===== src/rtl/sci_frame_engine_if.sv =====
// Bus bundle for sci_frame_engine: UART RX/TX, NN core handshake and output-memory read port.
// The slave modport is the engine side; master is the surrounding system.
interface sci_frame_engine_if #(
  parameter int I_BYTES   = 4,
  parameter int D_LEN     = 16,
  parameter int DA_AWIDTH = 8,
  parameter int OFS_WIDTH = 2
);
  logic [7:0]             rx_data;
  logic                   rx_ready;
  logic                   rx_error;
  logic [7:0]             tx_data;
  logic                   tx_ready;
  logic                   tx_start;
  logic                   nn_start;
  logic                   nn_finish;
  logic [I_BYTES*8-1:0]   a_in;
  logic [DA_AWIDTH-1:0]   opm_base;
  logic [OFS_WIDTH-1:0]   opm_offset;
  logic [D_LEN-1:0]       r_data;
  logic                   busy;
  logic                   frame_err;

  modport slave (
    input  rx_data, rx_ready, rx_error, tx_ready, nn_finish, r_data,
    output tx_data, tx_start, nn_start, a_in, opm_base, opm_offset, busy, frame_err
  );

  modport master (
    output rx_data, rx_ready, rx_error, tx_ready, nn_finish, r_data,
    input  tx_data, tx_start, nn_start, a_in, opm_base, opm_offset, busy, frame_err
  );
endinterface


===== src/rtl/sci_frame_engine.sv =====
// Serial frame engine: checksummed RX frames load a_in / pulse nn_start; nn_finish triggers readout and TX.
// Define SCI_TX_FRAME_EN to wrap TX data in SOF + base + checksum framing.
//   RX: IDLE wait SOF_1 | S2/S3 rest of SOF | BASE latch base | LEN check length | PAY shift payload | CHK compare sum
//   RD: IDLE wait nn_finish edge | WAIT read latency | SAMPLE take one neuron, advance address | PACK hand off to TX
//   TX: IDLE wait hand-off | WRDY wait tx_ready | REQ hold tx_start until tx_ready drops | NEXT advance byte
module sci_frame_engine #(
  parameter int         I_BYTES    = 4,
  parameter int         O_BITS     = 32,
  parameter int         D_LEN      = 16,
  parameter int         CELL_N     = 4,
  parameter int         DA_AWIDTH  = 8,
  parameter int         OFS_WIDTH  = 2,
  parameter int         READ_LAT   = 4,
  parameter int         RX_TIMEOUT = 65535,
  parameter logic [7:0] SOF_1      = 8'h55,
  parameter logic [7:0] SOF_2      = 8'hAB,
  parameter logic [7:0] SOF_3      = 8'hAA
) (
  input logic             clk,
  input logic             rst_n,
  sci_frame_engine_if.slave bus
);

  localparam int AW      = I_BYTES * 8;
  localparam int O_BYTES = O_BITS / 8;
`ifdef SCI_TX_FRAME_EN
  localparam int HDR_LEN = 4;
  localparam int TX_LEN  = O_BYTES + 5;
`else
  localparam int HDR_LEN = 0;
  localparam int TX_LEN  = O_BYTES;
`endif
  localparam int TW = $clog2(RX_TIMEOUT + 1);
  localparam int LW = (READ_LAT > 1) ? $clog2(READ_LAT) : 1;
  localparam int BW = $clog2(O_BITS + 1);
  localparam logic [7:0] LEN_B = 8'(I_BYTES);

  typedef enum logic [2:0] {RX_IDLE, RX_S2, RX_S3, RX_BASE, RX_LEN, RX_PAY, RX_CHK} rx_state_t;
  typedef enum logic [1:0] {RD_IDLE, RD_WAIT, RD_SAMPLE, RD_PACK} rd_state_t;
  typedef enum logic [1:0] {TX_IDLE, TX_WRDY, TX_REQ, TX_NEXT} tx_state_t;

  logic rdy_q1, rdy_q2, fin_q1, fin_q2, err_q;
  logic [7:0] data_q;
  logic byte_ev, fin_ev;

  always_ff @(posedge clk or negedge rst_n) begin
    if (!rst_n) begin
      rdy_q1 <= 1'b0;
      rdy_q2 <= 1'b0;
      fin_q1 <= 1'b0;
      fin_q2 <= 1'b0;
      err_q  <= 1'b0;
      data_q <= 8'h00;
    end else begin
      rdy_q1 <= bus.rx_ready;
      rdy_q2 <= rdy_q1;
      fin_q1 <= bus.nn_finish;
      fin_q2 <= fin_q1;
      err_q  <= bus.rx_error;
      data_q <= bus.rx_data;
    end
  end

  assign byte_ev = rdy_q1 & ~rdy_q2;
  assign fin_ev  = fin_q1 & ~fin_q2;

  rx_state_t            rx_state;
  logic [AW-1:0]        shadow, a_in_q;
  logic [7:0]           base_new, rx_sum, pay_cnt;
  logic [DA_AWIDTH-1:0] base_commit;
  logic [TW-1:0]        rx_tmr;
  logic                 nn_start_q, frame_err_q;

  always_ff @(posedge clk or negedge rst_n) begin
    if (!rst_n) begin
      rx_state    <= RX_IDLE;
      shadow      <= '0;
      a_in_q      <= '0;
      base_new    <= 8'h00;
      rx_sum      <= 8'h00;
      pay_cnt     <= 8'h00;
      base_commit <= '0;
      rx_tmr      <= '0;
      nn_start_q  <= 1'b0;
      frame_err_q <= 1'b0;
    end else begin
      nn_start_q  <= 1'b0;
      frame_err_q <= 1'b0;
      if (byte_ev) begin
        rx_tmr <= TW'(RX_TIMEOUT);
        if (err_q) begin
          if (rx_state != RX_IDLE) frame_err_q <= 1'b1;
          rx_state <= RX_IDLE;
        end else begin
          case (rx_state)
            RX_IDLE: if (data_q == SOF_1) rx_state <= RX_S2;
            RX_S2:   rx_state <= (data_q == SOF_2) ? RX_S3 : RX_IDLE;
            RX_S3:   rx_state <= (data_q == SOF_3) ? RX_BASE : RX_IDLE;
            RX_BASE: begin
              base_new <= data_q;
              rx_sum   <= data_q;
              rx_state <= RX_LEN;
            end
            RX_LEN: begin
              if (data_q == LEN_B) begin
                rx_sum   <= rx_sum + data_q;
                pay_cnt  <= LEN_B - 8'd1;
                rx_state <= RX_PAY;
              end else begin
                frame_err_q <= 1'b1;
                rx_state    <= RX_IDLE;
              end
            end
            RX_PAY: begin
              shadow <= (shadow << 8) | AW'(data_q);
              rx_sum <= rx_sum + data_q;
              if (pay_cnt == 8'd0) rx_state <= RX_CHK;
              else pay_cnt <= pay_cnt - 8'd1;
            end
            RX_CHK: begin
              // a_in and nn_start update together, one cycle after the checksum byte event
              if (data_q == rx_sum) begin
                a_in_q      <= shadow;
                base_commit <= DA_AWIDTH'(base_new);
                nn_start_q  <= 1'b1;
              end else begin
                frame_err_q <= 1'b1;
              end
              rx_state <= RX_IDLE;
            end
            default: rx_state <= RX_IDLE;
          endcase
        end
      end else if (rx_state != RX_IDLE) begin
        if (rx_tmr == '0) begin
          frame_err_q <= 1'b1;
          rx_state    <= RX_IDLE;
        end else begin
          rx_tmr <= rx_tmr - TW'(1);
        end
      end
    end
  end

  rd_state_t            rd_state;
  logic [DA_AWIDTH-1:0] opm_base_q;
  logic [OFS_WIDTH-1:0] opm_ofs_q;
  logic [LW-1:0]        lat_tmr;
  logic [BW-1:0]        bit_cnt;
  logic [O_BITS-1:0]    out_sr;
  logic [D_LEN-1:0]     rd_word;
  logic                 busy_q, tx_go, tx_done;
`ifdef SCI_TX_FRAME_EN
  logic [DA_AWIDTH-1:0] rd_base;
`endif

  assign rd_word = bus.r_data;

  always_ff @(posedge clk or negedge rst_n) begin
    if (!rst_n) begin
      rd_state   <= RD_IDLE;
      opm_base_q <= '0;
      opm_ofs_q  <= '0;
      lat_tmr    <= '0;
      bit_cnt    <= '0;
      out_sr     <= '0;
      busy_q     <= 1'b0;
      tx_go      <= 1'b0;
`ifdef SCI_TX_FRAME_EN
      rd_base    <= '0;
`endif
    end else begin
      tx_go <= 1'b0;
      if (tx_done) busy_q <= 1'b0;
      case (rd_state)
        RD_IDLE: begin
          // busy covers the whole readout plus transmit, so a repeated edge is dropped here
          if (fin_ev && !busy_q) begin
            opm_base_q <= base_commit;
            opm_ofs_q  <= '0;
            bit_cnt    <= '0;
            lat_tmr    <= LW'(READ_LAT - 1);
            busy_q     <= 1'b1;
`ifdef SCI_TX_FRAME_EN
            rd_base    <= base_commit;
`endif
            rd_state   <= RD_WAIT;
          end
        end
        RD_WAIT: begin
          if (lat_tmr == '0) rd_state <= RD_SAMPLE;
          else lat_tmr <= lat_tmr - LW'(1);
        end
        RD_SAMPLE: begin
          out_sr  <= {out_sr[O_BITS-2:0], (rd_word != '0)};
          bit_cnt <= bit_cnt + BW'(1);
          if (opm_ofs_q == OFS_WIDTH'(CELL_N - 1)) begin
            opm_ofs_q  <= '0;
            opm_base_q <= opm_base_q + DA_AWIDTH'(1);
          end else begin
            opm_ofs_q <= opm_ofs_q + OFS_WIDTH'(1);
          end
          if (bit_cnt == BW'(O_BITS - 1)) begin
            rd_state <= RD_PACK;
          end else begin
            lat_tmr  <= LW'(READ_LAT - 1);
            rd_state <= RD_WAIT;
          end
        end
        RD_PACK: begin
          tx_go    <= 1'b1;
          rd_state <= RD_IDLE;
        end
        default: rd_state <= RD_IDLE;
      endcase
    end
  end

  tx_state_t         tx_state;
  logic [O_BITS-1:0] tx_buf;
  logic [7:0]        tx_idx, data_idx, tx_byte, tx_data_q;
  logic              tx_start_q;
`ifdef SCI_TX_FRAME_EN
  logic [7:0]        tx_sum;
`endif

  always_comb begin
    data_idx = tx_idx - 8'(HDR_LEN);
    tx_byte  = 8'(tx_buf >> {data_idx, 3'b000});
`ifdef SCI_TX_FRAME_EN
    tx_sum = 8'(rd_base);
    for (int i = 0; i < O_BYTES; i++) tx_sum = tx_sum + tx_buf[8*i +: 8];
    if (tx_idx == 8'd0)                tx_byte = SOF_1;
    else if (tx_idx == 8'd1)           tx_byte = SOF_2;
    else if (tx_idx == 8'd2)           tx_byte = SOF_3;
    else if (tx_idx == 8'd3)           tx_byte = 8'(rd_base);
    else if (tx_idx == 8'(TX_LEN - 1)) tx_byte = tx_sum;
`endif
  end

  always_ff @(posedge clk or negedge rst_n) begin
    if (!rst_n) begin
      tx_state   <= TX_IDLE;
      tx_buf     <= '0;
      tx_idx     <= 8'h00;
      tx_data_q  <= 8'h00;
      tx_start_q <= 1'b0;
      tx_done    <= 1'b0;
    end else begin
      tx_done <= 1'b0;
      case (tx_state)
        TX_IDLE: begin
          if (tx_go) begin
            tx_buf   <= out_sr;
            tx_idx   <= 8'h00;
            tx_state <= TX_WRDY;
          end
        end
        TX_WRDY: begin
          if (bus.tx_ready) begin
            tx_data_q  <= tx_byte;
            tx_start_q <= 1'b1;
            tx_state   <= TX_REQ;
          end
        end
        TX_REQ: begin
          if (!bus.tx_ready) begin
            tx_start_q <= 1'b0;
            tx_state   <= TX_NEXT;
          end
        end
        TX_NEXT: begin
          if (tx_idx == 8'(TX_LEN - 1)) begin
            tx_done  <= 1'b1;
            tx_state <= TX_IDLE;
          end else begin
            tx_idx   <= tx_idx + 8'd1;
            tx_state <= TX_WRDY;
          end
        end
        default: tx_state <= TX_IDLE;
      endcase
    end
  end

  assign bus.tx_data    = tx_data_q;
  assign bus.tx_start   = tx_start_q;
  assign bus.nn_start   = nn_start_q;
  assign bus.a_in       = a_in_q;
  assign bus.opm_base   = opm_base_q;
  assign bus.opm_offset = opm_ofs_q;
  assign bus.busy       = busy_q;
  assign bus.frame_err  = frame_err_q;

endmodule

===== src/flat_wrapper.sv =====
// flat-port wrapper written by rule: the top's interface ports become plain ports
module sci_frame_engine_flat 
#(
  parameter int         I_BYTES    = 4,
  parameter int         O_BITS     = 32,
  parameter int         D_LEN      = 16,
  parameter int         CELL_N     = 4,
  parameter int         DA_AWIDTH  = 8,
  parameter int         OFS_WIDTH  = 2,
  parameter int         READ_LAT   = 4,
  parameter int         RX_TIMEOUT = 65535,
  parameter logic [7:0] SOF_1      = 8'h55,
  parameter logic [7:0] SOF_2      = 8'hAB,
  parameter logic [7:0] SOF_3      = 8'hAA
)
  (clk, rst_n, bus_rx_data, bus_rx_ready, bus_rx_error, bus_tx_ready, bus_nn_finish, bus_r_data, bus_tx_data, bus_tx_start, bus_nn_start, bus_a_in, bus_opm_base, bus_opm_offset, bus_busy, bus_frame_err);
  sci_frame_engine_if #(.I_BYTES(I_BYTES), .D_LEN(D_LEN), .DA_AWIDTH(DA_AWIDTH), .OFS_WIDTH(OFS_WIDTH)) bus_i ();
  input logic clk;
  input logic rst_n;
  input wire logic [$bits(bus_i.rx_data)-1:0] bus_rx_data;
  input wire logic [$bits(bus_i.rx_ready)-1:0] bus_rx_ready;
  input wire logic [$bits(bus_i.rx_error)-1:0] bus_rx_error;
  input wire logic [$bits(bus_i.tx_ready)-1:0] bus_tx_ready;
  input wire logic [$bits(bus_i.nn_finish)-1:0] bus_nn_finish;
  input wire logic [$bits(bus_i.r_data)-1:0] bus_r_data;
  output wire logic [$bits(bus_i.tx_data)-1:0] bus_tx_data;
  output wire logic [$bits(bus_i.tx_start)-1:0] bus_tx_start;
  output wire logic [$bits(bus_i.nn_start)-1:0] bus_nn_start;
  output wire logic [$bits(bus_i.a_in)-1:0] bus_a_in;
  output wire logic [$bits(bus_i.opm_base)-1:0] bus_opm_base;
  output wire logic [$bits(bus_i.opm_offset)-1:0] bus_opm_offset;
  output wire logic [$bits(bus_i.busy)-1:0] bus_busy;
  output wire logic [$bits(bus_i.frame_err)-1:0] bus_frame_err;
  assign bus_i.rx_data = bus_rx_data;
  assign bus_i.rx_ready = bus_rx_ready;
  assign bus_i.rx_error = bus_rx_error;
  assign bus_i.tx_ready = bus_tx_ready;
  assign bus_i.nn_finish = bus_nn_finish;
  assign bus_i.r_data = bus_r_data;
  assign bus_tx_data = bus_i.tx_data;
  assign bus_tx_start = bus_i.tx_start;
  assign bus_nn_start = bus_i.nn_start;
  assign bus_a_in = bus_i.a_in;
  assign bus_opm_base = bus_i.opm_base;
  assign bus_opm_offset = bus_i.opm_offset;
  assign bus_busy = bus_i.busy;
  assign bus_frame_err = bus_i.frame_err;
  sci_frame_engine #(.I_BYTES(I_BYTES), .O_BITS(O_BITS), .D_LEN(D_LEN), .CELL_N(CELL_N), .DA_AWIDTH(DA_AWIDTH), .OFS_WIDTH(OFS_WIDTH), .READ_LAT(READ_LAT), .RX_TIMEOUT(RX_TIMEOUT), .SOF_1(SOF_1), .SOF_2(SOF_2), .SOF_3(SOF_3)) u_core (.clk(clk), .rst_n(rst_n), .bus(bus_i));
endmodule

===== config.mk =====
export PLATFORM = sky130hd
export DESIGN_NAME = sci_frame_engine_flat
export DESIGN_NICKNAME = d
export VERILOG_FILES = /design/src/rtl/sci_frame_engine_if.sv /design/src/rtl/sci_frame_engine.sv /design/src/flat_wrapper.sv
export SDC_FILE = /design/constraint.sdc
export NUM_CORES = 1
export LEC_CHECK = 0
export ABC_CLOCK_PERIOD_IN_PS = 2200
export CAP_MARGIN = 20
export CORE_MARGIN = 8
export CORE_UTILIZATION = 55
export CTS_CLUSTER_SIZE = 25
export DETAILED_ROUTE_END_ITERATION = 8
export PLACE_DENSITY = 0.76
export SETUP_SLACK_MARGIN = 0.15
export SLEW_MARGIN = 5
export SYNTH_ARGS = -nofsm -noshare
export SYNTH_HDL_FRONTEND = slang
export SYNTH_SLANG_ARGS = --single-unit

===== constraint.sdc =====
create_clock -name clk -period 2.2 [get_ports clk]
set_input_delay 0.33 -clock clk [delete_from_list [all_inputs] [get_ports clk]]
set_output_delay 0.33 -clock clk [all_outputs]
set_load 0.02 [all_outputs]

==> qor.txt <==
Count of final hold-check violations -> 0
Vias per inst -> 5.71
Worst ir drop on vdd -> 0.585 mV
Portion of netlist area occupied by mux cells -> 0.140
Layout cells sized above 1 -> 0.236
Final std cells w/o fill -> 1287
Syn avg cell area -> 11.3 um2
Hold Crit Start -> bus_rx_data[4]
CTS Buffer Depth -> 3
All-Layer GR Usage -> 0.187
Initial Util -> 0.557
Worst Hold Class -> in2reg
Synth warn -> 0
Syn Nets -> 965
Clk pin slew, worst setup/hold paths -> 0.06 ns
Xor/xnor cell area share of the yosys netlist -> 0.0135
Top-area cell type share of the netlist area -> 0.570
Hold Slack -> 0.243 ns
WL final -> 22100 um
Congestion Overflow GR -> 0
Clk sinks -> 236
CTS tree -> done
PwrDens -> 801 mW/mm2
Hold EP -> u_core.data_q[4]$_DFF_PN0_
Largest fanout on the critical path -> 8
Seq/Total Area, Yosys -> 0.570
CP cell instances -> ha_4 > nor4_4 > nand3_2 > nor2_4 > buf_6 > clkbuf_16 > mux2_2
Commonest cells in the netlist -> dfrtp_1 (236), nand2_1 (176), mux2_2 (109)
Crit share post-route -> 0.937
CP Launch Type -> flip-flop
Largest net degree at the start of global routing -> 69
Layout Nets -> 1089
First-pass GRT wire length -> 37000 um
DP HPWL -> 14300 um
Synth Area in Adders -> 0.0261
Routability congestion estimate -> 0.855
Port buffer count -> 83
Compound-Gate Fraction of Synth Area -> 0.0783
Critical Path AT -> 2.47 ns
Clock Skews -> 0.0233 ns
Setup TNS Final -> 0 ns
Clock Latency Late Sink -> 0.53 ns
FP Rows -> 50
Largest family of logic cells by synthesized area -> simple AND/OR/NAND/NOR gates
Wirelength per Cell -> 17.2 um
CTS buffer count -> 24
DRT iter0 DRCs -> 490
Core area -> 0.0186 mm2
FF-to-FF Start -> u_core.rx_sum[1]$_DFFE_PN0P_
RSZ-0062 raised after global routing -> yes
Cell count of the worst reg-to-reg path -> 7
CP Capture Type -> flip-flop
DRT Pass-1 Iters -> 5
CP required -> 2.61 ns
Die ar. -> 0.0235 mm2
Min Clock Period, post-route -> 2.06 ns
Fill cells -> 1295
Relative slew margins -> 0.540
CTS Root Cell -> clkbuf_16
Outcome -> complete, no violations
Initial antenna violation count -> 0
Diodes inserted -> 0
DIE HEIGHT -> 153 um
Area leader, netlist -> dfrtp_1
Maximum clock frequency -> 485 MHz
Synth area leaders -> dfrtp_1 (57%), mux2_2 (12%), nand2_1 (6.4%), o21ai_0 (2.7%), ha_1 (2.4%)
H-Tree Depth -> 1
Total power -> 0.0104 W
Async set-or-reset flop fraction in the synthesized netlist -> 1.00
Setup Viol. Count Final -> 0
P_leak -> 6.05 nW
R2R setup slack -> 0.14 ns
Syn Inst Count -> 914
Slew at the pin with the worst max-slew slack -> 0.684 ns
DR vias -> 7347
I/O Pins -> 84
Synthesized cell area -> 0.0104 mm2
Most frequent cell after synthesis -> dfrtp_1
Synth Register Bits -> 236
MaxCap Viol Count -> 0
Vias in the first global route -> 7405
Final ANT Viol Nets -> 0
Number of synthesized flops with an enable pin -> 0
PnR worst setup slack -> 0.138 ns
Die width -> 153 um
Ys flop type -> dfrtp_1
DRC viols -> 0
WS Path Type -> reg2reg
Netlist cell types -> 60
Placed Cells incl. Taps -> 1233
Final Slew Violations -> 0
Multi-input logic area -> 0.00447 mm2
Layout overhead on the synthesized area -> 25.4%
Worst hold path depth -> 1
RR Endpoint -> u_core.bus.a_in[1]$_DFFE_PN0P_
Worst path max stage delay -> 0.41 ns
Slowest cell on crit path -> dfrtp_1
Area share of and/or/nand/nor cells after synthesis -> 0.147
Register area -> 0.00591 mm2
Setup WS pre-CTS -> -0.0111 ns
[report_power, final]
group          internal, W  switching [W]  total, W
Clock              0.00243        0.00165   0.00408
Combinational     0.000658       0.000881   0.00154
Sequential         0.00457       0.000218   0.00479
Total              0.00766        0.00275    0.0104
[state kept, by name, indices dropped and copies added, names as in the netlist, 3 cells and up]
register,flops
u_core.bus.a_in,32
u_core.out_sr,32
u_core.shadow,32
u_core.tx_buf,32
u_core.rx_tmr,16
u_core.base_commit,8
u_core.base_new,8
u_core.bus.opm_base,8
u_core.bus.tx_data,8
u_core.data_q,8
u_core.pay_cnt,8
u_core.rx_sum,8
u_core.tx_idx,8
u_core.bit_cnt,6
u_core.rx_state,3
[cell type report]
| cell class | instances | share of cell area |
|---|---|---|
| clock buffers | 32 | 0.0532 |
| well taps | 234 | 0.0225 |
| clock inverters | 9 | 0.00819 |
| multi-input cells | 614 | 0.344 |
| inverters | 26 | 0.00751 |
| flip-flops and latches | 236 | 0.455 |
| repair buffers | 136 | 0.110 |
[what timing repair did]
| item | in CTS | in global routing |
|---|---|---|
| hold buffers | 1 | 0 |
| hold endpoints to repair | 60 | 0 |
| setup endpoints to repair | 40 | 62 |
| pin swaps | 4 | 4 |
| resized for setup | 28 | 30 |
| cloned | 2 | 1 |
| buffers inserted | 2 | 7 |
[metal layers]
metal / share of wire / track usage / routed length [um] / vias to the layer above
met5: 0 / 0 / 0 / -
met1: 0.44 / 0.245 / 9710 / 3623
met2: 0.49 / 0.313 / 10800 / 221
met3: 0.050 / 0.0341 / 1110 / 55
li1: - / - / - / 3448
met4: 0.022 / 0.0575 / 485 / 0
[layout by cell type, fill, tap and decap left out, types with 10 or more instances in the layout]
cell type / netlist / layout
nor3_1: 22 / 21
dfrtp_1: 236 / 233
buf_4: 0 / 38
ha_1: 20 / 13
o21ai_0: 55 / 52
nand2_1: 176 / 176
mux2_4: 0 / 19
inv_1: 26 / 26
nor2_1: 32 / 29
buf_12: 0 / 10
mux2_2: 109 / 90
a21oi_1: 25 / 25
clkbuf_16: 0 / 25
nand3_1: 20 / 19
xnor2_1: 12 / 12
clkdlybuf4s50_1: 0 / 82
[worst max path at each step]
stage | startpoint | to | slack (ns) | cells past startpoint
floorplan | u_core.data_q[3]$_DFF_PN0_ | u_core.base_commit[0]$_DFFE_PN0P_ | 0.18 | 6
global placement | u_core.rx_sum[3]$_DFFE_PN0P_ | u_core.bus.a_in[29]$_DFFE_PN0P_ | 0.02 | 6
detailed placement | u_core.rx_sum[3]$_DFFE_PN0P_ | u_core.bus.a_in[19]$_DFFE_PN0P_ | -0.01 | 6
CTS | u_core.rx_sum[2]$_DFFE_PN0P_ | u_core.bus.a_in[0]$_DFFE_PN0P_ | 0.09 | 7
global route | u_core.rx_tmr[2]$_DFFE_PN0P_ | u_core.rx_tmr[13]$_DFFE_PN0P_ | 0.04 | 6
finish | u_core.rx_sum[1]$_DFFE_PN0P_ | u_core.bus.a_in[1]$_DFFE_PN0P_ | 0.14 | 7
[critical path, delay by kind of cell, from the launching register on]
kind | cells | cell delay (ns)
buffers and inverters | 2 | 0.31
and+or+nand+nor | 3 | 0.61
adders and majority gates | 1 | 0.27
DFF | 1 | 0.41
muxes | 1 | 0.33
[logic make-up after synthesis]
kind of cell | count (synthesis)
AO/OA/AOI/OAI | 132
XOR/XNOR | 16
adder cells (fa/ha/maj) | 21
buffers and inverters | 64
flip-flops | 236
multiplexers | 121
AND/OR/NAND/NOR | 324
[through the flow]
step,instance area [um2],util
finish,13000,0.699
global route,13000,0.699
CTS,12800,0.689
detailed placement,11700,0.632
global placement,11700,0.632
floorplan,10400,-
(Power assumes the default switching activity.)
